===== config.mk =====
export PLATFORM = sky130hd
export DESIGN_NAME = trap_sequencer_flat
export DESIGN_NICKNAME = d
export VERILOG_FILES = /design/src/rtl/trap_sequencer_if.sv /design/src/rtl/trap_sequencer.sv /design/src/flat_wrapper.sv
export SDC_FILE = /design/constraint.sdc
export NUM_CORES = 1
export LEC_CHECK = 0
export ABC_AREA = 1
export CAP_MARGIN = 20
export CELL_PAD_IN_SITES_DETAIL_PLACEMENT = 0
export CELL_PAD_IN_SITES_GLOBAL_PLACEMENT = 1
export CORE_ASPECT_RATIO = 0.6
export CORE_MARGIN = 2
export CORE_UTILIZATION = 19
export DETAILED_ROUTE_END_ITERATION = 6
export GPL_ROUTABILITY_DRIVEN = 0
export GPL_TIMING_DRIVEN = 0
export HOLD_SLACK_MARGIN = 0.08
export PLACE_DENSITY = 0.91
export SETUP_SLACK_MARGIN = 0.15
export SYNTH_ARGS = -nofsm -noshare
export SYNTH_HDL_FRONTEND = slang
export SYNTH_SLANG_ARGS = --single-unit

===== constraint.sdc =====
create_clock -name clk -period 2.2 [get_ports clk]
set_clock_uncertainty 0.2 [all_clocks]
set_input_delay 0.44 -clock clk [delete_from_list [all_inputs] [get_ports clk]]
set_output_delay 0.44 -clock clk [all_outputs]
set_load 0.03 [all_outputs]

===== src/rtl/trap_sequencer_if.sv =====
// Single-write-port CSR file bus: the sequencer (master) drives write/read
// address and data; the CSR file (slave) returns combinational read data.
interface trap_sequencer_if #(
  parameter int unsigned CSR_WIDTH      = 32,
  parameter int unsigned CSR_ADDR_WIDTH = 12
);
  logic                      csr_we;
  logic [CSR_ADDR_WIDTH-1:0] csr_waddr;
  logic [CSR_WIDTH-1:0]      csr_wdata;
  logic [CSR_ADDR_WIDTH-1:0] csr_raddr;
  logic [CSR_WIDTH-1:0]      csr_rdata;
  logic [1:0]                csr_trap;

  modport master (
    output csr_we, csr_waddr, csr_wdata, csr_raddr, csr_trap,
    input  csr_rdata
  );

  modport slave (
    input  csr_we, csr_waddr, csr_wdata, csr_raddr, csr_trap,
    output csr_rdata
  );
endinterface


===== src/rtl/trap_sequencer.sv =====
// Machine-mode trap entry / mret exit sequencer. Owns the CSR write port while
// sequencing, stalls the core, and pulses a PC redirect in the final cycle.
module trap_sequencer #(
  parameter int unsigned PC_WIDTH       = 32,
  parameter int unsigned CSR_WIDTH      = 32,
  parameter int unsigned CSR_ADDR_WIDTH = 12
) (
  input  logic                      clk,
  input  logic                      rst,
  input  logic                      trap_req,
  input  logic                      trap_cause,
  input  logic [PC_WIDTH-1:0]       trap_pc,
  input  logic                      mret_req,
  input  logic                      inst_csr_we,
  input  logic [CSR_ADDR_WIDTH-1:0] inst_csr_waddr,
  input  logic [CSR_WIDTH-1:0]      inst_csr_wdata,
  input  logic [CSR_ADDR_WIDTH-1:0] inst_csr_raddr,
  output logic [CSR_WIDTH-1:0]      inst_csr_rdata,
  output logic                      stall,
  output logic                      redirect_valid,
  output logic [PC_WIDTH-1:0]       redirect_pc,
  trap_sequencer_if.master          csr_bus
);

  localparam logic [CSR_ADDR_WIDTH-1:0] AddrMstatus = CSR_ADDR_WIDTH'(12'h300);
  localparam logic [CSR_ADDR_WIDTH-1:0] AddrMtvec   = CSR_ADDR_WIDTH'(12'h305);
  localparam logic [CSR_ADDR_WIDTH-1:0] AddrMepc    = CSR_ADDR_WIDTH'(12'h341);
  localparam logic [CSR_ADDR_WIDTH-1:0] AddrMcause  = CSR_ADDR_WIDTH'(12'h342);
  localparam int unsigned BitMie  = 3;
  localparam int unsigned BitMpie = 7;

  typedef enum logic [2:0] {
    StIdle,
    StTEpc,
    StTCause,
    StTStat,
    StTVec,
    StRStat,
    StREpc
  } state_e;

  state_e              state_q, state_d;
  logic [PC_WIDTH-1:0] pc_q, pc_d;
  logic                cause_q, cause_d;

  logic [CSR_WIDTH-1:0] epc_wdata;
  logic [PC_WIDTH-1:0]  rdata_pc;

  // Casts zero-extend or truncate between the pc and CSR widths.
  assign epc_wdata = CSR_WIDTH'(pc_q);
  assign rdata_pc  = PC_WIDTH'(csr_bus.csr_rdata);

  assign csr_bus.csr_trap = 2'b00;
  assign stall = (state_q != StIdle) | trap_req | mret_req;

  always_comb begin
    state_d           = state_q;
    pc_d              = pc_q;
    cause_d           = cause_q;
    csr_bus.csr_we    = 1'b0;
    csr_bus.csr_waddr = '0;
    csr_bus.csr_wdata = '0;
    csr_bus.csr_raddr = '0;
    inst_csr_rdata    = '0;
    redirect_valid    = 1'b0;
    redirect_pc       = '0;

    unique case (state_q)
      StIdle: begin
        // The trapping / mret instruction itself must never commit a CSR write.
        csr_bus.csr_we    = inst_csr_we & ~trap_req & ~mret_req;
        csr_bus.csr_waddr = inst_csr_waddr;
        csr_bus.csr_wdata = inst_csr_wdata;
        csr_bus.csr_raddr = inst_csr_raddr;
        inst_csr_rdata    = csr_bus.csr_rdata;
        if (trap_req) begin
          state_d = StTEpc;
          pc_d    = trap_pc;
          cause_d = trap_cause;
        end else if (mret_req) begin
          state_d = StRStat;
        end
      end
      StTEpc: begin
        csr_bus.csr_we    = 1'b1;
        csr_bus.csr_waddr = AddrMepc;
        csr_bus.csr_wdata = epc_wdata;
        state_d           = StTCause;
      end
      StTCause: begin
        csr_bus.csr_we    = 1'b1;
        csr_bus.csr_waddr = AddrMcause;
        csr_bus.csr_wdata = cause_q ? CSR_WIDTH'(2) : CSR_WIDTH'(11);
        state_d           = StTStat;
      end
      StTStat: begin
        csr_bus.csr_raddr          = AddrMstatus;
        csr_bus.csr_we             = 1'b1;
        csr_bus.csr_waddr          = AddrMstatus;
        csr_bus.csr_wdata          = csr_bus.csr_rdata;
        csr_bus.csr_wdata[BitMpie] = csr_bus.csr_rdata[BitMie];
        csr_bus.csr_wdata[BitMie]  = 1'b0;
        state_d                    = StTVec;
      end
      StTVec: begin
        // Direct mode only: mode bits are masked off the vector base.
        csr_bus.csr_raddr = AddrMtvec;
        redirect_valid    = 1'b1;
        redirect_pc       = {rdata_pc[PC_WIDTH-1:2], 2'b00};
        state_d           = StIdle;
      end
      StRStat: begin
        csr_bus.csr_raddr          = AddrMstatus;
        csr_bus.csr_we             = 1'b1;
        csr_bus.csr_waddr          = AddrMstatus;
        csr_bus.csr_wdata          = csr_bus.csr_rdata;
        csr_bus.csr_wdata[BitMie]  = csr_bus.csr_rdata[BitMpie];
        csr_bus.csr_wdata[BitMpie] = 1'b1;
        state_d                    = StREpc;
      end
      StREpc: begin
        csr_bus.csr_raddr = AddrMepc;
        redirect_valid    = 1'b1;
        redirect_pc       = rdata_pc;
        state_d           = StIdle;
      end
      default: state_d = StIdle;
    endcase
  end

  always_ff @(posedge clk or posedge rst) begin
    if (rst) begin
      state_q <= StIdle;
      pc_q    <= '0;
      cause_q <= 1'b0;
    end else begin
      state_q <= state_d;
      pc_q    <= pc_d;
      cause_q <= cause_d;
    end
  end

endmodule


===== src/flat_wrapper.sv =====
// flat-port wrapper written by rule: the top's interface ports become plain ports
module trap_sequencer_flat 
#(
  parameter int unsigned PC_WIDTH       = 32,
  parameter int unsigned CSR_WIDTH      = 32,
  parameter int unsigned CSR_ADDR_WIDTH = 12
)
  (clk, rst, trap_req, trap_cause, trap_pc, mret_req, inst_csr_we, inst_csr_waddr, inst_csr_wdata, inst_csr_raddr, inst_csr_rdata, stall, redirect_valid, redirect_pc, csr_bus_csr_we, csr_bus_csr_waddr, csr_bus_csr_wdata, csr_bus_csr_raddr, csr_bus_csr_trap, csr_bus_csr_rdata);
  trap_sequencer_if #(.CSR_WIDTH(CSR_WIDTH), .CSR_ADDR_WIDTH(CSR_ADDR_WIDTH)) csr_bus_i ();
  input  logic clk;
  input  logic rst;
  input  logic trap_req;
  input  logic trap_cause;
  input  logic [PC_WIDTH-1:0] trap_pc;
  input  logic mret_req;
  input  logic inst_csr_we;
  input  logic [CSR_ADDR_WIDTH-1:0] inst_csr_waddr;
  input  logic [CSR_WIDTH-1:0] inst_csr_wdata;
  input  logic [CSR_ADDR_WIDTH-1:0] inst_csr_raddr;
  output logic [CSR_WIDTH-1:0] inst_csr_rdata;
  output logic stall;
  output logic redirect_valid;
  output logic [PC_WIDTH-1:0] redirect_pc;
  output wire logic [$bits(csr_bus_i.csr_we)-1:0] csr_bus_csr_we;
  output wire logic [$bits(csr_bus_i.csr_waddr)-1:0] csr_bus_csr_waddr;
  output wire logic [$bits(csr_bus_i.csr_wdata)-1:0] csr_bus_csr_wdata;
  output wire logic [$bits(csr_bus_i.csr_raddr)-1:0] csr_bus_csr_raddr;
  output wire logic [$bits(csr_bus_i.csr_trap)-1:0] csr_bus_csr_trap;
  input wire logic [$bits(csr_bus_i.csr_rdata)-1:0] csr_bus_csr_rdata;
  assign csr_bus_csr_we = csr_bus_i.csr_we;
  assign csr_bus_csr_waddr = csr_bus_i.csr_waddr;
  assign csr_bus_csr_wdata = csr_bus_i.csr_wdata;
  assign csr_bus_csr_raddr = csr_bus_i.csr_raddr;
  assign csr_bus_csr_trap = csr_bus_i.csr_trap;
  assign csr_bus_i.csr_rdata = csr_bus_csr_rdata;
  trap_sequencer #(.PC_WIDTH(PC_WIDTH), .CSR_WIDTH(CSR_WIDTH), .CSR_ADDR_WIDTH(CSR_ADDR_WIDTH)) u_core (.clk(clk), .rst(rst), .trap_req(trap_req), .trap_cause(trap_cause), .trap_pc(trap_pc), .mret_req(mret_req), .inst_csr_we(inst_csr_we), .inst_csr_waddr(inst_csr_waddr), .inst_csr_wdata(inst_csr_wdata), .inst_csr_raddr(inst_csr_raddr), .inst_csr_rdata(inst_csr_rdata), .stall(stall), .redirect_valid(redirect_valid), .redirect_pc(redirect_pc), .csr_bus(csr_bus_i));
endmodule

=== Word-level counts from Yosys, hierarchy flattened ===
Cells that the tools add are included.
W data, S select, Z words.

* Bits in registers: 36
* Output and inout port bits: 125
* Input bits: 126
* Logic and storage cells: 33

* Bitwise logic cells: 6
* Mux-type cells: 11
* Reduce and logical (&&, ||, !) cells: 6
* Equal/unequal tests: 7

{| class="wikitable"
|+ Operator list
! operator !! count
|-
| $pmux W32 S5 || 1
|-
| $pmux W12 S4 || 2
|-
| $pmux W32 S2 || 1
|-
| $mux W32 || 1
|-
| $pmux W3 S5 || 1
|-
| $eq A3 B3 Y1 const B || 3
|-
| $eq A3 B2 Y1 const B || 2
|-
| $mux W3 || 2
|-
| $mux W4 || 1
|-
| $reduce_or A2 Y1 || 2
|-
| $reduce_or A4 Y1 || 1
|-
| $eq A3 B1 Y1 const B || 1
|-
| $logic_not A3 Y1 || 1
|-
| $ne A3 B3 Y1 const B || 1
|-
| $reduce_bool A3 Y1 || 1
|-
| $and A1 B1 Y1 || 2
|-
| $not A1 Y1 || 2
|-
| $or A1 B1 Y1 || 2
|-
| $pmux W1 S2 || 1
|-
| $reduce_and A2 Y1 || 1
|-
| $mux W1 || 1
|}

=== Depth between registers and ports, before layout ===
* Depth after elaboration: 4
* Mapped depth: 7
* Mapped depth without buffers: 5

=== Least setup slack after synthesis ===
Ideal clock, no wire load.

* Kind: register to output
* Start: register u_core.state_q[2]
* End: output redirect_pc[12]
* Required time: 1.560 ns
* Cell stages (with the launch flop): 6
* Path buffers: 1
* Path slack: 0.008 ns
* Arrival: 1.552 ns
* Cell sequence: dfrtp_1 -> inv_2 -> nor2_2 -> inv_2 -> buf_2 -> nor2_1

* Word-level cells in the longest chain between the ends: 2
* Elaborated cells on any way between the ends: 3
* Those cells by class: eq/ne (2); mux (1)

{| class="wikitable"
|+ Ends and longest elaborated chain
! element !! line !! RTL
|-
| from (decl) || trap_sequencer.sv:42 || <nowiki>state_e state_q, state_d;</nowiki>
|-
| from (signal assigned) || trap_sequencer.sv:133 || <nowiki>state_q <= StIdle;</nowiki>
|-
| from (signal assigned) || trap_sequencer.sv:137 || <nowiki>state_q <= state_d;</nowiki>
|-
| $eq A3 B3 Y1 || trap_sequencer.sv:68 || <nowiki>unique case (state_q)</nowiki>
|-
| $pmux W32 S2 (*) || trap_sequencer.sv:68 ||
|-
| to (decl) || flat_wrapper.sv:23 || <nowiki>output logic [PC_WIDTH-1:0] redirect_pc;</nowiki>
|}

Mark *: on every way between the ends. The rest lies on a longest branch, timed or not.

=== Worst setup path after layout ===
* Start: register u_core.state_q[2]
* End: output csr_bus_csr_wdata[11]

* Word-level cells in the longest chain between the ends: 2
* Elaborated cells on any way between the ends: 6
* Those cells by class: eq/ne (4); mux (1); reduce/logical (1)

{| class="wikitable"
|+ Ends and longest elaborated chain
! element !! line !! RTL
|-
| $eq A3 B3 Y1, or another cell as far along || trap_sequencer.sv:68 ||
|-
| $pmux W32 S5 (*) || trap_sequencer.sv:68 ||
|-
| to (decl) || flat_wrapper.sv:26 || <nowiki>output wire logic [$bits(csr_bus_i.csr_wdata)-1:0] csr_bus_csr_wdata;</nowiki>
|}

Marked as above.

==> flow_metrics.env <==
export IMPL_grt_pass1_wl_um=24500
export IMPL_switchingPower_w=0.00567
export IMPL_pwr_share_seq_pct=10.5
export IMPL_fmax_ghz=0.436
export IMPL_worstMarginPinSlew_ps=784
export IMPL_min_path_cells=2
export IMPL_final_cells=977
export IMPL_crit_family="buffers and inverters"
export IMPL_r2r_end="u_core.epc_wdata[12]"
export IMPL_totalWireLength_um=16900
export IMPL_setup_ws_ps=-93.1
export IMPL_clock_root_buffer="clkbuf_16"
export IMPL_critical_path_max_stage_delay_ps=440
export IMPL_intPower_w=0.00558
export IMPL_ys_ff_latch=36
export IMPL_synth_seq_area_share_pct=32.7
export IMPL_fin_hold_ws_ps=281
export IMPL_p_per_area_nw_per_um2=1560
export IMPL_io_pins=251
export IMPL_violations="negative setup slack"
export IMPL_start_util_pct=19.2
export IMPL_remaining_drc_errors=0
export IMPL_antennaDiodeCount=0
export IMPL_place_inst=921
export IMPL_finalCriticalPeriod_ps=2290
export IMPL_crit_required_ps=1560
export IMPL_num_fill_cells=1383
export IMPL_dieArea_um2=15500
export IMPL_slew_headroom_pct=47.7
export IMPL_p_leak_nw=3.60
export IMPL_cts_hold_buf=0
export IMPL_power_frac_clock_pct=7.7
export IMPL_p_sw_share_pct=50.4
export IMPL_crit_buf_inv=5
export IMPL_viasPerCell=4.29
export IMPL_core_um2=14300
export IMPL_clockBufferDepth=2
export IMPL_maxCapViolations=0
export IMPL_ant_nets=0
export IMPL_dp_hpwl_um=12400
export IMPL_path_cells="inv_6 -> buf_12 -> nand2_8 -> clkinv_8 -> clkbuf_16 -> nand2_2 -> nand3_2 -> buf_6"
export IMPL_final_max_slew_violation_count=0
export IMPL_cts_sinks=36
export IMPL_synthTopCellsByArea="dfrtp_1 (33%), nand2_1 (24%), nor2_1 (12%), inv_1 (7.4%), nand3_1 (6.9%)"
export IMPL_synth_area_leader_cell="dfrtp_1"
export IMPL_synth_cell_types=20
export IMPL_clkTransAtPathRegs_ps=60
export IMPL_hp_start="u_core.epc_wdata[5]"
export IMPL_htree_levels=2
export IMPL_pwr_share_comb_pct=81.8
export IMPL_cp_slowest_cell="dfrtp_2"
export IMPL_setup_viol=77
export IMPL_grt_overflow_total=0
export IMPL_grt_pass1_vias=4189
export IMPL_track_usage_pct=20.5
export IMPL_post_drt_wl_per_cell_um=17.3
export IMPL_num_rows=34
export IMPL_r2r_cells=8
export IMPL_yosys_warnings=0
export IMPL_crit_arrival_ps=1650
export IMPL_drt_initial_drc_count=145
export IMPL_via_count=4190
export IMPL_final_area_um2=7210
export IMPL_drive_gt1_share_pct=44.7
export IMPL_synth_area_per_cell_um2=5.80
export IMPL_syn_inst=474
export IMPL_worstSetupEndpointType="primary output"
export IMPL_antenna_found_initial=0
export IMPL_drtPass1Iterations=4
export IMPL_rsz0062_at_grt="true"
export IMPL_status="complete, but fails checks"
export IMPL_io_buffers=248
export IMPL_placed_area_um2=5560
export IMPL_fin_crit_sh_pct=104
export IMPL_cp_start_kind="flip-flop"
export IMPL_irDropWorstVdd_mv=0.717
export IMPL_tritoncts="yes"
export IMPL_yosys_area_top_type_share_pct=32.7
export IMPL_grt_max_degree=37
export IMPL_critical_path_max_fanout=8
export IMPL_nets=904
export IMPL_clk_latency_ps=280
export IMPL_syn_cell_area_um2=2750
export IMPL_area_growth_pct=162
export IMPL_r2r_slack_ps=370
export IMPL_min_to="u_core.epc_wdata[5]"
export IMPL_criticalPathCategory="flip-flop to primary output"
export IMPL_fp_dieH_um=97.2
export IMPL_fp_dieW_um=159
export IMPL_rr_startpoint="u_core.state_q[0]"
export IMPL_hold_class="flip-flop to flip-flop"
export IMPL_hold_viol_final=0
export IMPL_numCtsBuffers=5
==> final cells by class <==
cell class	instances	area (um2)	share of cell area, %
inverters	58	248	3.43
clock inverters	1	30.0	0.416
multi-input cells	351	2180	30.2
repair buffers	296	3100	43.0
plain buffers	30	352	4.87
flip-flops and latches	36	902	12.5
clock buffers	7	153	2.12
well taps	198	248	3.43
==> synth_stat cells <==
cell,instances
nand2_1,177
nor2_1,88
inv_1,54
nand3_1,38
dfrtp_1,36
o21ai_0,32
buf_2,18
buf_4,7
inv_2,4
nand4_1,4
clkbuf_1,3
o21ai_1,3
buf_6,2
nor2_2,2
conb_1,1
nand2_4,1
nor2_4,1
nor2_8,1
nor3_1,1
o21a_1,1
==> cells in the final DEF, fill, tap and decap left out, types with 3 or more instances in the layout <==
cell,instances
nand2_1,128
clkdlybuf4s50_1,125
buf_6,103
buf_4,68
inv_1,53
nor2_4,45
nor2_1,40
nand2_2,39
dfrtp_1,35
o21ai_0,31
nand3_2,30
clkbuf_16,11
buf_12,10
nand2_4,9
buf_8,7
nand3_1,6
nor2_2,6
nand4_1,4
clkbuf_1,3
o21ai_1,3
==> cells by family (layout without fill, tap and decap cells) <==
logic type	Yosys count	after routing	share of synthesized area, %
AOI/OAI and AO/OA	36	36	6.64
buffers and inverters	88	392	14.3
DFF	36	36	32.7
other	1	2	0.136
and+or+nand+nor	313	313	46.2
==> layer usage <==
layer / up-vias / wire length [um] / GRT usage [%]
met1: 2004 / 8270 / 29.6
met4: 0 / 61 / 2.80
met5: - / 0 / 0
li1: 2038 / - / -
met2: 140 / 7550 / 32.0
met3: 8 / 1010 / 4.35
==> timing repair <==
action / CTS / global route
pin swaps: 15 / 23
cloned: 7 / 7
buffers inserted: 27 / 7
setup endpoints to repair: 123 / 122
gates resized for setup: 960 / 111
==> worst max path at each step <==
| stage | start | to | slack [ps] | cells past startpoint |
|---|---|---|---|---|
| detailed placement | u_core.state_q[2] | csr_bus_csr_wdata[4] | -770 | 7 |
| floorplan | u_core.state_q[0] | csr_bus_csr_raddr[10] | 110 | 6 |
| CTS | u_core.state_q[1] | csr_bus_csr_wdata[10] | -80 | 9 |
| global route | u_core.state_q[2] | csr_bus_csr_wdata[18] | -140 | 8 |
| global placement | u_core.state_q[2] | csr_bus_csr_wdata[5] | -760 | 7 |
| finish | u_core.state_q[2] | csr_bus_csr_wdata[11] | -90 | 8 |
==> registers in the layout, indices dropped and copies added, names as in the netlist <==
name              flops
u_core.cause_q        1
u_core.epc_wdata     32
u_core.state_q        3
==> stage by stage <==
stage               TNS [ps]  total power (W)  utilization (%)  worst slack, ps
CTS                    -3190           0.0103             46.2            -83.9
floorplan                  0          0.00492                -              109
global placement      -55400          0.00773             38.8             -762
detailed placement    -51600          0.00777             38.8             -768
finish                 -3250           0.0112             50.3            -93.1
global route           -8180           0.0118             50.3             -140
==> worst min-delay path, delay by kind of cell (launching register included) <==
| kind | cells | cell delay [ps] |
|---|---|---|
| and+or+nand+nor | 1 | 50 |
| DFF | 1 | 340 |
| AOI/OAI and AO/OA | 1 | 60 |
==> power groups by stage <==
| stage | Sequential, W | Clock, W | Combinational, W |
|---|---|---|---|
| 2_1_floorplan | 0.00109 | 0 | 0.00383 |
| 5_1_grt | 0.00121 | 0.000901 | 0.00967 |
| 3_5_place_dp | 0.00116 | 0 | 0.00660 |
| 4_1_cts | 0.00117 | 0.000881 | 0.00820 |
| 6_report | 0.00118 | 0.000868 | 0.00920 |
| 3_3_place_gp | 0.00115 | 0 | 0.00658 |
Power figures use the tool's default switching activity.
